==> config.mk <==
export PLATFORM = sky130hd
export DESIGN_NAME = bcd_key_entry
export DESIGN_NICKNAME = d
export VERILOG_FILES = /design/src/rtl/bcd_key_entry.sv
export SDC_FILE = /design/constraint.sdc
export NUM_CORES = 1
export LEC_CHECK = 0
export CORE_MARGIN = 3
export CORE_UTILIZATION = 50
export CTS_CLUSTER_SIZE = 10
export DETAILED_ROUTE_END_ITERATION = 10
export GPL_ROUTABILITY_DRIVEN = 0
export PLACE_DENSITY = 0.71
export SYNTH_ARGS = -nofsm -noshare
export SYNTH_HDL_FRONTEND = slang
export SYNTH_SLANG_ARGS = --single-unit
==> constraint.sdc <==
create_clock -name clk -period 2.2 [get_ports clk]
set_input_delay 0.22 -clock clk [delete_from_list [all_inputs] [get_ports clk]]
set_output_delay 0.22 -clock clk [all_outputs]
set_load 0.01 [all_outputs]
==> src/rtl/bcd_key_entry.sv <==
// Debounced 10-key BCD entry: one digit per press/release, shifted into a decimal
// register that is shown on a scanned, multiplexed 7-segment display.
module bcd_key_entry #(
    parameter int DIGITS   = 4,
    parameter int DEBOUNCE = 16,
    parameter int SCAN_DIV = 1000
) (
    input  logic                         clk,
    input  logic                         rst,
    input  logic [3:0]                   code,
    input  logic                         clr,
    output logic [4*DIGITS-1:0]          value,
    output logic [$clog2(DIGITS+1)-1:0]  count,
    output logic                         strobe,
    output logic [6:0]                   seg,
    output logic [DIGITS-1:0]            dig
);
    localparam int CW = $clog2(DIGITS + 1);
    localparam int IW = $clog2(DIGITS);
    localparam int PW = $clog2(SCAN_DIV);
    localparam int NW = $clog2(DEBOUNCE);

    typedef enum logic [1:0] {RELEASED, PRESS_CHK, HELD, RELEASE_CHK} state_t;

    state_t              state_q, state_d;
    logic [3:0]          cand_q, cand_d;
    logic [NW-1:0]       cnt_q, cnt_d;
    logic [4*DIGITS-1:0] value_q, value_d;
    logic [CW-1:0]       count_q, count_d;
    logic                strobe_q, strobe_d;
    logic [PW-1:0]       presc_q, presc_d;
    logic [IW-1:0]       idx_q, idx_d;
    logic [6:0]          seg_q, seg_d;
    logic [DIGITS-1:0]   dig_q, dig_d;
    logic                valid;
    logic                accept;
    logic [3:0]          nibble;

    function automatic logic [6:0] decode(input logic [3:0] n);
        case (n)
            4'd0:    decode = 7'h3F;
            4'd1:    decode = 7'h06;
            4'd2:    decode = 7'h5B;
            4'd3:    decode = 7'h4F;
            4'd4:    decode = 7'h66;
            4'd5:    decode = 7'h6D;
            4'd6:    decode = 7'h7D;
            4'd7:    decode = 7'h07;
            4'd8:    decode = 7'h7F;
            4'd9:    decode = 7'h6F;
            default: decode = 7'h00;
        endcase
    endfunction

    always_comb begin
        valid   = (code <= 4'd9);
        accept  = (state_q == PRESS_CHK) && (code == cand_q) && (cnt_q == NW'(DEBOUNCE - 1));
        state_d = state_q;
        cand_d  = cand_q;
        cnt_d   = cnt_q;
        case (state_q)
            RELEASED: begin
                if (valid) begin
                    state_d = PRESS_CHK;
                    cand_d  = code;
                    cnt_d   = NW'(1);
                end
            end
            PRESS_CHK: begin
                if (code != cand_q)
                    state_d = RELEASED;
                else if (accept)
                    state_d = HELD;
                else
                    cnt_d = cnt_q + NW'(1);
            end
            HELD: begin
                // Other valid codes while held are ignored: no key rollover.
                if (!valid) begin
                    state_d = RELEASE_CHK;
                    cnt_d   = NW'(1);
                end
            end
            RELEASE_CHK: begin
                if (valid)
                    state_d = HELD;
                else if (cnt_q == NW'(DEBOUNCE - 1))
                    state_d = RELEASED;
                else
                    cnt_d = cnt_q + NW'(1);
            end
            default: state_d = HELD;
        endcase

        // Clear overrides a coincident accept; the FSM still moves to HELD.
        value_d  = value_q;
        count_d  = count_q;
        strobe_d = 1'b0;
        if (clr) begin
            value_d = '0;
            count_d = '0;
        end else if (accept) begin
            value_d  = {value_q[4*DIGITS-5:0], cand_q};
            strobe_d = 1'b1;
            if (count_q != CW'(DIGITS))
                count_d = count_q + CW'(1);
        end

        presc_d = presc_q + PW'(1);
        idx_d   = idx_q;
        if (presc_q == PW'(SCAN_DIV - 1)) begin
            presc_d = '0;
            idx_d   = (idx_q == IW'(DIGITS - 1)) ? '0 : idx_q + IW'(1);
        end

        nibble = value_q[{idx_q, 2'b00} +: 4];
        dig_d  = {{(DIGITS-1){1'b0}}, 1'b1} << idx_q;
        seg_d  = (32'(idx_q) < 32'(count_q)) ? decode(nibble) : 7'h00;
    end

    always_ff @(posedge clk or posedge rst) begin
        if (rst) begin
            state_q  <= HELD;
            cand_q   <= '0;
            cnt_q    <= '0;
            value_q  <= '0;
            count_q  <= '0;
            strobe_q <= 1'b0;
            presc_q  <= '0;
            idx_q    <= '0;
            seg_q    <= '0;
            dig_q    <= '0;
        end else begin
            state_q  <= state_d;
            cand_q   <= cand_d;
            cnt_q    <= cnt_d;
            value_q  <= value_d;
            count_q  <= count_d;
            strobe_q <= strobe_d;
            presc_q  <= presc_d;
            idx_q    <= idx_d;
            seg_q    <= seg_d;
            dig_q    <= dig_d;
        end
    end

    assign value  = value_q;
    assign count  = count_q;
    assign strobe = strobe_q;
    assign seg    = seg_q;
    assign dig    = dig_q;
endmodule

== Word-level counts from Yosys, hierarchy flattened ==
Memories as Yosys holds them, arrays and structs flattened.
Cells that the tools add are included.

* Add/sub/neg operators: 4
* Magnitude comparators: 2
* Equality and inequality tests: 17
* Shift-type cells: 2
* Mux-type cells: 24
* Reductions and logical operators: 9

{| class="wikitable"
|+ Operators by type and width
! cell !! number
|-
| 16-bit two-way mux || 2
|-
| 4-bit two-way mux || 6
|-
| 4-bit one-hot mux with 4 select lines || 1
|-
| 16-bit by 5-bit indexed part select with 4-bit output || 1
|-
| 2-bit two-way mux || 7
|-
| 2-bit inequality test (second input constant) || 6
|-
| 10-bit by 1-bit adder with 10-bit output (second input constant) || 1
|-
| 10-bit == test (second input constant) || 1
|-
| 10-bit two-way mux || 1
|-
| 3-bit two-way mux || 3
|-
| 2-bit one-hot mux with 4 select lines || 1
|-
| 7-bit two-way mux || 1
|-
| 2-bit == test (second input constant) || 3
|-
| 3-bit inequality test (second input constant) || 2
|-
| 6-bit AND reduction || 1
|-
| 4-bit by 1-bit adder with 4-bit output (second input constant) || 1
|-
| 4-bit == test || 1
|-
| 4-bit == test (second input constant) || 1
|-
| 4-bit <= comparator (second input constant) || 1
|-
| 4-bit inequality test || 1
|-
| 2-bit AND reduction || 2
|-
| 4-bit AND reduction || 1
|-
| 2-bit nonzero test || 2
|-
| 1-bit by 2-bit left shift with 4-bit output (first input constant) || 1
|-
| other kinds (8) || 10
|}

* Bits in registers: 53
* Bits in read-only memories: 112
* Output and inout port bits: 31
* Memories kept: 1

{| class="wikitable"
|+ Memories
! name !! depth !! bits a word !! read ports !! clocked after memory_dff !! write ports !! RTL line !! RTL
|-
| (no name shown) || 16 || 7 || 1 || 0 || 0 || 40 || <nowiki>case (n)</nowiki>
|}

== Logic depth before layout (Yosys ltp) ==
Gate-level depths: netlist (run 1).

* Depth after elaboration: 6
* Mapped depth: 8
* Depth with buffers taken out: 7

== Least setup slack after synthesis (run 1) ==
Ideal clock, no wire load.

* Kind: register to register
* Start: reg presc_q[0]
* End: reg idx_q[0]
* Data arrival time: 1638 ps
* Setup slack: 437 ps
* Stages on the path, launching flop included: 6
* Cell sequence: dfrtp_1 -> ha_1 -> and2_1 -> nand3_4 -> nor4b_4 -> mux2_2

* Cells in the longest elaborated chain, start to end: 1

{| class="wikitable"
|+ Ends and longest elaborated chain
! what !! RTL line !! RTL
|-
| from (decl) || 31 || <nowiki>logic [PW-1:0] presc_q, presc_d;</nowiki>
|-
| from (signal assigned) || 140 || <nowiki>presc_q <= presc_d;</nowiki>
|-
| 10-bit == test || 111 || <nowiki>if (presc_q == PW'(SCAN_DIV - 1)) begin</nowiki>
|-
| to (signal assigned) || 141 || <nowiki>idx_q <= idx_d;</nowiki>
|-
| to (decl) || 32 || <nowiki>logic [IW-1:0] idx_q, idx_d;</nowiki>
|}

No other way between the ends.
A chain may end at the register's enable or synchronous reset.

== Worst setup path in the final report (run 1) ==
* Start: reg idx_q[0]
* End: reg seg_q[3], in the netlist seg[3]

* Cells in the longest elaborated chain, start to end: 3
* Elaborated cells between the ends (all ways): 4
* Those cells by class: order compare: 1; shift: 1; mux: 1; memory: 1

{| class="wikitable"
|+ Ends and longest elaborated chain
! what !! RTL line !! RTL
|-
| 16-bit by 5-bit indexed part select with 4-bit output || 116 || <nowiki>nibble = value_q[{idx_q, 2'b00} +: 4];</nowiki>
|-
| memory read 16 x 7 bit || - ||
|-
| 7-bit two-way mux * || 118 || <nowiki>seg_d = (32'(idx_q) < 32'(count_q)) ? decode(nibble) : 7'h00;</nowiki>
|-
| via seg_d[3] || 33 || <nowiki>logic [6:0] seg_q, seg_d;</nowiki>
|-
| to (signal assigned) || 142 || <nowiki>seg_q <= seg_d;</nowiki>
|-
| to (decl) || 33 ||
|}

Mark *: on every way through the listed nets, which the timed path passes. The rest lies on a longest branch.

==> results of run 1 <==
flip-flops by register name, summed over array words and instances, names as in the netlist:
| register | count |
|---|---|
| cand_q | 4 |
| cnt_q | 4 |
| count | 3 |
| dig | 4 |
| idx_q | 2 |
| presc_q | 10 |
| seg | 7 |
| state_q | 2 |
| strobe | 1 |
| value | 16 |
power by group through the flow:
stage	registers [mW]	clock network (mW)	logic (mW)
2_1_floorplan	1.10	0	0.307
3_3_place_gp	1.15	0	0.396
3_5_place_dp	1.15	0	0.405
4_1_cts	1.13	0.564	0.411
5_1_grt	1.14	0.607	0.458
6_report	1.13	0.547	0.410
routing by layer:
metal | vias up | track usage, %
met3 | 8 | 4.37
met1 | 1041 | 27.6
met2 | 59 | 31.4
li1 | 1045 | -
met5 | - | 0
met4 | 0 | 6.42
critical path: stages, from the launching register on:
cell and delay [ns]:
dfrtp_1 0.59, mux4_2 0.63, inv_1 0.14, ha_1 0.25
mux2i_1 0.14, a21oi_1 0.08
kinds of logic after synthesis:
family	share of synthesized area, %
DFF	48.0
and+or+nand+nor	16.8
AOI/OAI and AO/OA	13.1
muxes	7.91
adders and majority gates	6.33
xor gates and xnor gates	3.80
buffers and inverters	4.11
final cells by class:
| cell class | instances | share of cell area, % |
|---|---|---|
| flip-flops and latches | 53 | 39.6 |
| multi-input cells | 191 | 39.6 |
| repair buffers | 48 | 14.3 |
| well taps | 70 | 2.61 |
| clock buffers | 6 | 2.17 |
| inverters | 12 | 1.34 |
| clock inverters | 2 | 0.411 |
layout by cell type (no fill, tap or decap), types with 3 or more instances in the layout:
cell type / count
nand2_1: 11
dfrtp_1: 52
o21ai_0: 22
nand4_1: 4
xnor2_1: 9
mux2i_1: 5
clkdlybuf4s50_1: 37
nand3_1: 19
inv_1: 11
and2_1: 3
a211oi_1: 4
nor3_1: 7
ha_1: 14
buf_4: 9
clkbuf_8: 5
xor2_1: 3
mux4_2: 4
a21oi_1: 23
a31oi_1: 4
nor2_1: 21
nand2b_1: 6
mux2_2: 7
worst max-delay path by stage:
stage                                 to  slack, ns
finish                  seg[3]$_DFF_PP0_       0.25
detailed placement      seg[3]$_DFF_PP0_       0.24
global placement        seg[3]$_DFF_PP0_       0.31
CTS                     seg[3]$_DFF_PP0_       0.22
floorplan           idx_q[0]$_DFFE_PP0N_       0.44
global route            seg[4]$_DFF_PP0_       0.06
==> impl_results.md, run 1 <==
* Worst hold margin at roughly 0.26 ns
* Distinct cells, synth at 45
* Leakage at about 1.4 nW
* Setup violations, final at 0
* Combinational Power Share at 19.7%
* Status: finished clean
* Synth top area share at 47.0%
* Startpoint Class: flop
* Layout fillers at about 450
* Hold buffers post-CTS at 0
* Chip width at roughly 80 um
* Pin slew with the least headroom to its limit at approximately 0.43 ns
* DIE AREA at ~0.0065 sq mm
* Crit path kind: reg -> reg
* Top Layer Used: met4
* CTS resizes at 0
* CP arrival at between 2 and 2.5 ns
* Seq/Total Area, Yosys at 48.0%
* Share of power burned in registers at between 50% and 60%
* CTS clk-pin slew, worst paths at ~0.09 ns
* Unrepaired setup endpoints after global routing: false
* Total grt overflow at 0
* Critical path endpoint category: flop
* Setup TNS at 0 ns
* Met3 wire len at 309 um
* Postcts setup bufs at 0
* Met2 WL at ~2700 um
* CTS root buffer: clkbuf_8
* Non-filler cells, final at between 300 and 400
* Max-cap violations at 0
* Multi-input gate area at ~0.0013 sq mm
* Post-route cell area at ~0.0034 sq mm
* Synth Flop Type: dfrtp_1
* Fin Clk Skew at 0.00729 ns
* Final Max Tran Viols at 0
* Cells on worst reg2reg path at 5
* FF+latch area at approximately 0.0013 sq mm
* Synthesized flop and latch total at 53
* Post-place instance area at 0.00326 sq mm
* Synth area leaders: dfrtp_1, ha_1, a21oi_1, o21ai_0, nand3_1
* Share of layout cells above drive strength 1 at around an eighth
* Count leader, synth: dfrtp_1
* Fin nets at ~330
* Fmax at roughly 0.51 GHz
* Wire per inst at 14.8 um
* Pre-CTS setup slack at 0.239 ns
* CTS buffer count at 5
* Synth warn at 0
* Pwr Density at about 620 mW/mm^2
* Placed Instances at ~370
* Switching power share of the total at a little under a third
* Remaining antenna violation count at 0
* Clock tree from TritonCTS: built
* Synthesized Nets at approximately 290
* Max VDD drop at 0.496 mV
* Cells after synthesis at 270
* Rel. slew slack at around 72%
* Die Y at 80.4 um
* Flop2flop setup slack at 0.25 ns
* Core Box Area at around 0.0052 sq mm
* 1st-iter DRT viols at 130
* Row count at 26
* # diodes at 0
* Worst skew pair latency at between 0.3 and 0.4 ns
* Setup slack after layout at approximately 0.25 ns
* Initial DRT Pass Iterations at 4
* Psw at ~640 uW
* DRC Markers at 0
* Largest fanout on the critical path at 10
* CTS H-tree lvls at 2
* Max Root-Sink Buffers at 2
* Synthesized area at 0.00277 sq mm
* Initial antenna violation count at 0
* Min Tclk post-route at 1.95 ns
* Crit path launch: idx_q[0]$_DFFE_PP0N_
* Tot Pwr at ~2.1 mW
* Area growth syn-to-layout at 21.1%
* Clock power share at 26.2%
* FFs w/ async S/R, synth at 100%
* Pint at around 1.4 mW
* Vias at ~2200
* Avg Vias per Cell at between 5 and 6
* Final wirelength at 5670 um
* Gr usage total at between 20% and 30%
* # IOs at 38
* EDFF count, synth at 0
* Tcrit/Tclk final at between 80 and 90%
* Synth Area per Inst at a little over 10 sq um
* Most frequent cells after synthesis: dfrtp_1, a21oi_1, o21ai_0
* R2r startpoint: idx_q[0]$_DFFE_PP0N_
* Required time of the critical path at ~2.4 ns
* # clock sinks at 53
* HP Class: in -> async
* FF-to-FF End: seg[3]$_DFF_PP0_
* Largest net degree at the start of global routing at 54
* Vias in the first global route at around 2100
* Top cell type by total area after synthesis: dfrtp_1
* First-pass GRT wire length at 10100 um
* Final core utilization at approximately 64%
* M1 WL at 2630 um
* Port Buffers at 37
* DP HPWL at around 4100 um
* Initial Util at 52.8%
* Final Hold Fails at 0
Power figures use the tool's default switching activity.
==> run 2: changes to the inputs <==
--- a/config.mk
+++ b/config.mk
@@ -9,8 +9,9 @@
 export CORE_UTILIZATION = 50
 export CTS_CLUSTER_SIZE = 10
 export DETAILED_ROUTE_END_ITERATION = 10
+export DONT_BUFFER_PORTS = 1
 export GPL_ROUTABILITY_DRIVEN = 0
-export PLACE_DENSITY = 0.71
+export PLACE_DENSITY = 0.62
 export SYNTH_ARGS = -nofsm -noshare
 export SYNTH_HDL_FRONTEND = slang
 export SYNTH_SLANG_ARGS = --single-unit
==> impl_results.md, run 2 (synthesis results as in run 1) <==
* Most frequent cells in the layout: dfrtp_1, a21oi_1, o21ai_0, nor2_1, nand3_1
* Worst hold margin at -0.0270 ns
* Vias in the first global route at 1950
* Max VDD drop at between 0.4 and 0.5 mV
* Gr usage total at approximately a fifth
* DP HPWL at 3920 um
* Pwr Density at between 700 and 800 mW/mm^2
* Layout fillers at between 400 and 500
* Worst skew pair latency at roughly 0.30 ns
* Share of layout cells above drive strength 1 at 12.8%
* 1st-iter DRT viols at about 100
* Core Box Area at approximately 0.0052 sq mm
* Worst Path Buf+Inv at 1
* Port Buffers at 0
* CTS root buffer: clkbuf_8
* Commonest non-fill, non-tap cell in the layout: dfrtp_1
* CTS H-tree lvls at 2
* R2r startpoint: idx_q[0]$_DFFE_PP0N_
* Final wirelength at 5540 um
* Rel. slew slack at a little over two fifths
* Row count at 26
* Initial antenna violation count at 0
* CP max stage cell: mux4_2
* Min Tclk post-route at slightly below 2 ns
* CTS resizes at 0
* Max-cap violations at 0
* Postcts setup bufs at 0
* Total grt overflow at 0
* Largest fanout on the critical path at 10
* Final Hold Fails at 39
* Status: finished with violations
* Post-place instance area at between 0.002 and 0.003 sq mm
* # IOs at 38
* Longest individual stage delay on the worst path at between 0.6 and 0.7 ns
* Remaining antenna violation count at 0
* Tcrit/Tclk final at a little under 90%
* Flop2flop setup slack at 0.28 ns
* Chip width at between 80 and 90 um
* Avg Vias per Cell at a little under 6
* Final Max Tran Viols at 0
* CP arrival at about 2.1 ns
* Setup TNS at 0 ns
* Area growth syn-to-layout at 7.50%
* Fin nets at about 300
* Number of flip-flops in the largest register at 16
* Fmax at 0.520 GHz
* # clock sinks at 53
* Initial DRT Pass Iterations at 4
* DIE AREA at around 0.0065 sq mm
* Crit path kind: reg -> reg
* Failing checks: negative hold slack
* Fin Clk Skew at 0.00615 ns
* First-pass GRT wire length at a little under 10000 um
* Initial Util at a little over half
* Setup violations, final at 0
* Post-route cell area at a little under 0.003 sq mm
* Largest net degree at the start of global routing at 43
* Unrepaired setup endpoints after global routing: false
* FF-to-FF End: seg[3]$_DFF_PP0_
* Vias at 1993
* Required time of the critical path at 2.38 ns
* # diodes at 0
* Die Y at around 80 um
* Wire per inst at ~16 um
* Max Root-Sink Buffers at 2
* Crit-path cells: mux4_2 -> inv_1 -> ha_1 -> mux2i_1 -> a21oi_1
* Top delay family on crit path: multiplexers
* DRC Markers at 0
* HP Class: in -> async
* Clock tree from TritonCTS: built
* Startpoint Class: flop
* CTS clk-pin slew, worst paths at around 0.09 ns
* Critical path endpoint category: flop
* Final core utilization at about 57%
* CTS buffer count at 5
* Levels on crit path at 5
* Cells on worst reg2reg path at 5
* Leakage at 1.23 nW
* Pin slew with the least headroom to its limit at slightly below 0.9 ns
[run 2: per-stage QoR]
| stage | instances | hold WS, ns | power (mW) | worst slack (ns) |
|---|---|---|---|---|
| 4_1_cts | 344 | 0.00422 | 2.20 | 0.265 |
| 5_1_grt | 344 | 0.0347 | 2.30 | 0.0856 |
| 2_1_floorplan | 270 | 0.354 | 1.41 | 0.437 |
| 6_report | 344 | -0.0270 | 2.17 | 0.277 |
| 3_5_place_dp | 335 | 0.289 | 1.52 | 0.275 |
| 3_3_place_gp | 335 | 0.288 | 1.52 | 0.309 |
[run 2: report_power, final]
part	switching (mW)	total [mW]	internal (mW)
registers	0.0657	1.10	1.04
clock network	0.312	0.654	0.342
logic	0.240	0.411	0.172
total	0.617	2.17	1.55
[run 2: metal layers]
metal	global-route usage, %	vias up	wire (um)
met5	0	-	0
met3	5.27	5	362
met1	25.5	976	2500
li1	-	960	-
met4	5.07	0	58
met2	30.8	52	2610
[run 2: layout make-up]
class,count,area [sq um],area share (%)
Sequential cell,53,1330,44.6
Inverter,12,45.0,1.51
Multi-Input combinational cell,191,1330,44.6
Tap cell,70,87.6,2.94
Clock inverter,2,38.8,1.30
Clock buffer,6,72.6,2.44
Timing Repair Buffer,10,77.6,2.61
[run 2: worst max path at each step]
stage / startpoint / endpoint / slack, ns
after global routing: idx_q[0]$_DFFE_PP0N_ / seg[4]$_DFF_PP0_ / 0.09
final: idx_q[0]$_DFFE_PP0N_ / seg[3]$_DFF_PP0_ / 0.28
after floorplan: presc_q[0]$_DFF_PP0_ / idx_q[0]$_DFFE_PP0N_ / 0.44
after global placement: idx_q[0]$_DFFE_PP0N_ / seg[3]$_DFF_PP0_ / 0.31
after detailed placement: idx_q[0]$_DFFE_PP0N_ / seg[3]$_DFF_PP0_ / 0.28
after CTS: idx_q[0]$_DFFE_PP0N_ / seg[3]$_DFF_PP0_ / 0.26
[run 2: what timing repair did]
item                       CTS  global route
setup endpoints to repair    0             0
hold buffers                 1             0
hold endpoints to repair    18             0
==> run 3: changes to the inputs <==
--- a/config.mk
+++ b/config.mk
@@ -5,13 +5,16 @@
 export SDC_FILE = /design/constraint.sdc
 export NUM_CORES = 1
 export LEC_CHECK = 0
+export CAP_MARGIN = 10
+export CELL_PAD_IN_SITES_DETAIL_PLACEMENT = 1
+export CELL_PAD_IN_SITES_GLOBAL_PLACEMENT = 1
 export CORE_MARGIN = 3
-export CORE_UTILIZATION = 50
+export CORE_UTILIZATION = 35
 export CTS_CLUSTER_SIZE = 10
 export DETAILED_ROUTE_END_ITERATION = 10
 export DONT_BUFFER_PORTS = 1
 export GPL_ROUTABILITY_DRIVEN = 0
-export PLACE_DENSITY = 0.62
+export PLACE_DENSITY = 0.56
 export SYNTH_ARGS = -nofsm -noshare
 export SYNTH_HDL_FRONTEND = slang
 export SYNTH_SLANG_ARGS = --single-unit
==> impl_results.md, run 3 (synthesis results as in run 1) <==
* Setup TNS at 0 ns
* Core Box Area at ~0.0074 sq mm
* Setup slack after layout at approximately 0.20 ns
* Final Max Tran Viols at 0
* # clock sinks at 53
* Remaining antenna violation count at 0
* DP HPWL at roughly 4800 um
* Commonest non-fill, non-tap cell in the layout: dfrtp_1
* Min Tclk post-route at 2.00 ns
* CTS clk-pin slew, worst paths at 0.11 ns
* # IOs at 38
* Final Hold Fails at 0
* Pre-CTS setup slack at approximately 0.20 ns
* Worst skew pair latency at approximately 0.32 ns
* CTS resizes at 0
* Hold buffers post-CTS at 2
* Required time of the critical path at between 2 and 2.5 ns
* Top delay family on crit path: multiplexers
* DRC Markers at 0
* Vias in the first global route at between 2000 and 2500
* Vias at a little over 2000
* Most frequent cells in the layout: dfrtp_1, a21oi_1, o21ai_0, nor2_1, nand3_1
* DIE AREA at approximately 0.009 sq mm
* CP arrival at about 2.2 ns
* Fin Clk Skew at between 0.01 and 0.015 ns
* Largest net degree at the start of global routing at 25
* Area growth syn-to-layout at 9.36%
* Clock tree from TritonCTS: built
* CP max stage cell: mux4_2
* Pin slew with the least headroom to its limit at roughly 0.75 ns
* Wire per inst at 17.2 um
* Critical path endpoint category: flop
* Number of flip-flops in the largest register at 16
* Startpoint Class: flop
* CTS root buffer: clkbuf_8
* Fmax at 0.500 GHz
* Gr usage total at approximately 15%
* Rel. slew slack at between 40% and 50%
* Initial antenna violation count at 0
* Setup violations, final at 0
* Max Root-Sink Buffers at 2
* Final wirelength at around 6500 um
* Largest fanout on the critical path at 10
* Max-cap violations at 0
* Max VDD drop at between 0.3 and 0.4 mV
* Crit-path cells: mux4_2 -> inv_1 -> ha_1 -> inv_1 -> mux2i_1 -> mux2i_1 -> nor2_1
* Row count at 31
* Die Y at about 95 um
* CTS H-tree lvls at 2
* Fin nets at 298
* Avg Vias per Cell at around 5.4
* Flop2flop setup slack at between 0.2 and 0.25 ns
* Tcrit/Tclk final at about 90%
* Share of layout cells above drive strength 1 at ~14%
* Multi-input gate area at roughly 0.0013 sq mm
* Pwr Density at just under 700 mW/mm^2
* FF+latch area at 0.00133 sq mm
* # diodes at 0
* Chip width at roughly 95 um
* Worst Path Buf+Inv at 2
* Layout fillers at around 860
* Crit path kind: reg -> reg
* 1st-iter DRT viols at 127
* Unrepaired setup endpoints after global routing: false
* Postcts setup bufs at 0
* Longest individual stage delay on the worst path at between 0.6 and 0.7 ns
* Initial Util at 37.2%
* Tot Pwr at 2.10 mW
* Leakage at roughly 1.2 nW
* Port Buffers at 0
* Status: finished clean
* Initial DRT Pass Iterations at 4
* HP Class: in -> reg
* Total grt overflow at 0
* First-pass GRT wire length at between 10000 and 15000 um
* CTS buffer count at 5
==> run 3: cell types whose count changed in the layout (fill, tap and decap cells not counted) <==
cell	change
clkbuf_1	-1
dlygate4sd3_1	+1
inv_6	+1
bufinv_16	-1
buf_4	+3
clkinvlp_4	+1
==> run 3: final cells by class <==
class	instances	area share, %
inverter	12	1.49
multi-input combinational	191	43.8
sequential	53	43.9
timing repair buffer	14	3.64
tap	99	4.09
clock buffer	5	2.27
clock inverter	3	0.827
==> run 3: power by group <==
part           switching (mW)  internal, mW  total, mW  leakage [nW]
combinational           0.240         0.172      0.412         0.489
sequential             0.0678          1.04       1.11         0.701
clock                   0.356         0.231      0.587        0.0447
total                   0.664          1.44       2.10          1.23
==> run 3: worst paths after layout <==
path / start / to / cells past startpoint
max in group asynchronous: rst / presc_q[8]$_DFF_PP0_ / 3
worst max-delay path: idx_q[0]$_DFFE_PP0N_ / seg[4]$_DFF_PP0_ / 7
worst min-delay path: code[3] / cand_q[3]$_DFFE_PP0P_ / 2
worst min register to register: presc_q[0]$_DFF_PP0_ / presc_q[0]$_DFF_PP0_ / 1
worst max register to register: idx_q[0]$_DFFE_PP0N_ / seg[4]$_DFF_PP0_ / 7
min in group asynchronous: rst / value[4]$_DFFE_PP0P_ / 2
==> run 3: routing by layer <==
metal  GRT usage [%]  part of all wire [%]
met1            20.8                    47
met2            25.0                    48
met3            3.82                   4.7
met4            3.61                  0.90
met5               0                     0
==> run 3: per-stage QoR <==
stage               cell area, sq um  cells  util (%)  hold slack [ns]
finish                          3030    377      40.6           0.0393
CTS                             3030    377      40.6           0.0356
global placement                2910    367      39.1            0.100
detailed placement              2910    367      39.1            0.103
floorplan                       2770    270         -            0.354
global route                    3030    377      40.6           0.0404
==> run 3: worst reg2reg max path: cells and delay by family (launching register included) <==
kind / cells / cell delay, ns
buf+inv: 2 / 0.18
fa+ha+maj: 1 / 0.17
flops: 1 / 0.61
simple gates: 1 / 0.11
mux: 3 / 0.86
==> edit (settings of run 2) <==
`value_q` no longer has a reset.
--- a/src/rtl/bcd_key_entry.sv
+++ b/src/rtl/bcd_key_entry.sv
@@ -124,5 +124,4 @@
             cand_q   <= '0;
             cnt_q    <= '0;
-            value_q  <= '0;
             count_q  <= '0;
             strobe_q <= 1'b0;
@@ -135,5 +134,4 @@
             cand_q   <= cand_d;
             cnt_q    <= cnt_d;
-            value_q  <= value_d;
             count_q  <= count_d;
             strobe_q <= strobe_d;
@@ -145,4 +143,8 @@
     end
 
+    always_ff @(posedge clk) begin
+        value_q <= value_d;
+    end
+
     assign value  = value_q;
     assign count  = count_q;
Function: same outputs for any inputs over 10 cycles, from zero or initial values and one cycle with rst high; that may be too few to reach the edited logic, so the function may still have changed.
==> edit against run 2 <==
  * Clock power up 0.9%
  * Critical endpoint unchanged
  * Clock skew about the same
  * Wire length about the same
  * Largest power group unchanged
  * Sequential cell count is the same
  * Area after synthesis is 2.4% lower
  * Combinational power down 5.6%
  * Design area decreased by 2.1%
  * Worst setup slack gained 63 ps
  * Power fell by 1.2%
==> edit: results (changes against run 2) <==
| Metric | Value |
|---|---|
| Outcome | `finished, final reports clean` |
| Layout cell share with drive strength beyond 1 | `0.122 (-0.00544)` |
| Worst reg-to-reg setup slack | `340 ps (+60 ps)` |
| Placed cell count | `338 (+0.90%)` |
| Post-DP Area | `2780 um2 (-2.5%)` |
| DR WL/cell | `15.9 um (-1.2%)` |
| Synthesized net count | `294 (+1.0%)` |
| Dpl hpwl | `3.93 mm (+0.37%)` |
| Non-Clock Inverter Count | `14 (+2)` |
| Power Combinational | `0.388 mW (-5.6%)` |
| Rel. slew slack | `0.524 (+0.108)` |
| Fraction of registers with async set or reset after synthesis | `0.698 (-0.302)` |
| Mean instance size in the synthesized netlist | `9.90 um2 (-3.5%)` |
| Clock Pin Slew Worst Setup and Hold Paths | `90 ps (about the same)` |
| Hold buffer count at cts | `2 (+1)` |
| Number of DRC markers in iteration 0 | `181 (+79%)` |
| Worst R2R End | `seg[3]` |
| Number of global-route vias before repair | `1884 (-3.4%)` |
| Clock buffer and inverter area fraction after layout | `0.0382 (+0.000787)` |
| Clock group total power | `0.660 mW (+0.9%)` |
| Post-synth top cells | `sky130_fd_sc_hd__dfrtp_1, sky130_fd_sc_hd__a21oi_1, sky130_fd_sc_hd__o21ai_0` |
| Worst Path Arrival | `2040 ps (-60 ps)` |
| Routed wire length on met2 | `2.44 mm (-6.5%)` |
| Via density | `5.69 (-1.8%)` |
| Sequential standard cell area | `1250 um2 (-6.0%)` |
| Buffer count excluding the clock tree in the final layout | `11 (+1)` |
| Multi-input gates | `192 (+0.52%)` |
| Top cells by area in the synthesized netlist | `sky130_fd_sc_hd__dfrtp_1, sky130_fd_sc_hd__dfxtp_1, sky130_fd_sc_hd__ha_1` |
| Max FO, Critical Path | `4 (-6)` |
| Worst-case clock skew | `5.69 ps (-0.465 ps)` |
| Max stage delay cell, worst path | `sky130_fd_sc_hd__mux4_1` |
| Count of cell types in the netlist | `46 (+2.2%)` |
| Register area share after synthesis | `0.462 (-0.0179)` |
| Share of cell area taken by multi-input logic gates | `0.456 (+0.00981)` |
| Nets | `298 (+1.4%)` |
| Delay of the slowest cell on the worst path | `660 ps (+40 ps)` |
| GRT Util Overall | `0.189 (-0.00201)` |
| Routed wl met3 | `402 um (+11%)` |
| Class of the tightest hold or removal check | `in -> reg` |
| Global-route wire length before repair | `9.41 mm (-2.3%)` |
| Total number of vias | `1980 (-0.65%)` |
| Synthesis Warnings | `0 (unchanged)` |
| Area growth from synthesis to layout | `7.87%` |
| Internal power | `1.54 mW (-1.1%)` |
| Most used flip-flop cell after synthesis | `sky130_fd_sc_hd__dfrtp_1` |
| Filler cell count | `450 (+2.0%)` |
| Met1 wire length | `2.61 mm (+4.2%)` |
| Peak VDD IR | `578 uV (+19%)` |
| Data buffer area share | `0.0301 (+0.00398)` |
[edit: cell types whose count changed in the layout (fill, tap and decap cells not counted), moves of 2 or more]
cell	delta
sky130_fd_sc_hd__o21ai_1	-2
sky130_fd_sc_hd__nor2b_1	+2
sky130_fd_sc_hd__inv_1	+3
sky130_fd_sc_hd__dfxtp_1	+16
sky130_fd_sc_hd__a31oi_1	-2
sky130_fd_sc_hd__nand2_1	+2
sky130_fd_sc_hd__dfrtp_1	-16
[edit: logic make-up (layout without fill, tap and decap cells)]
| group | count (synthesis) | in the layout | share of synthesized area |
|---|---|---|---|
| xor+xnor | 12 | 12 | 0.0389 |
| mux | 16 | 16 | 0.0824 |
| flops | 53 | 53 | 0.462 |
| compound gates | 65 | 65 | 0.150 |
| simple gates | 85 | 85 | 0.156 |
| fa+ha+maj | 14 | 14 | 0.0648 |
| buf+inv | 28 | 33 | 0.0468 |
[edit: how the worst max path moves through the flow]
stage	start	slack [ps]	endpoint	depth (start not counted)
3_5_place_dp	idx_q[0]	350	seg[3]	5
5_1_grt	idx_q[0]	210	seg[3]	5
6_report	idx_q[0]	340	seg[3]	5
2_1_floorplan	idx_q[0]	390	seg[3]	6
3_3_place_gp	idx_q[0]	410	seg[3]	5
4_1_cts	idx_q[0]	310	seg[3]	5
[edit: routing by layer]
metal	up-vias	track usage
met5	-	0
li1	968	-
met2	58	0.285
met4	0	0.0567
met3	8	0.0587
met1	946	0.262
[edit: metrics by stage]
stage               worst slack (ps)  power (mW)  hold WS, ps
global placement                 408        1.50          260
global route                     211        2.26         56.7
CTS                              314        2.16         55.7
finish                           340        2.14         63.4
detailed placement               349        1.50          256
floorplan                        395        1.40          354
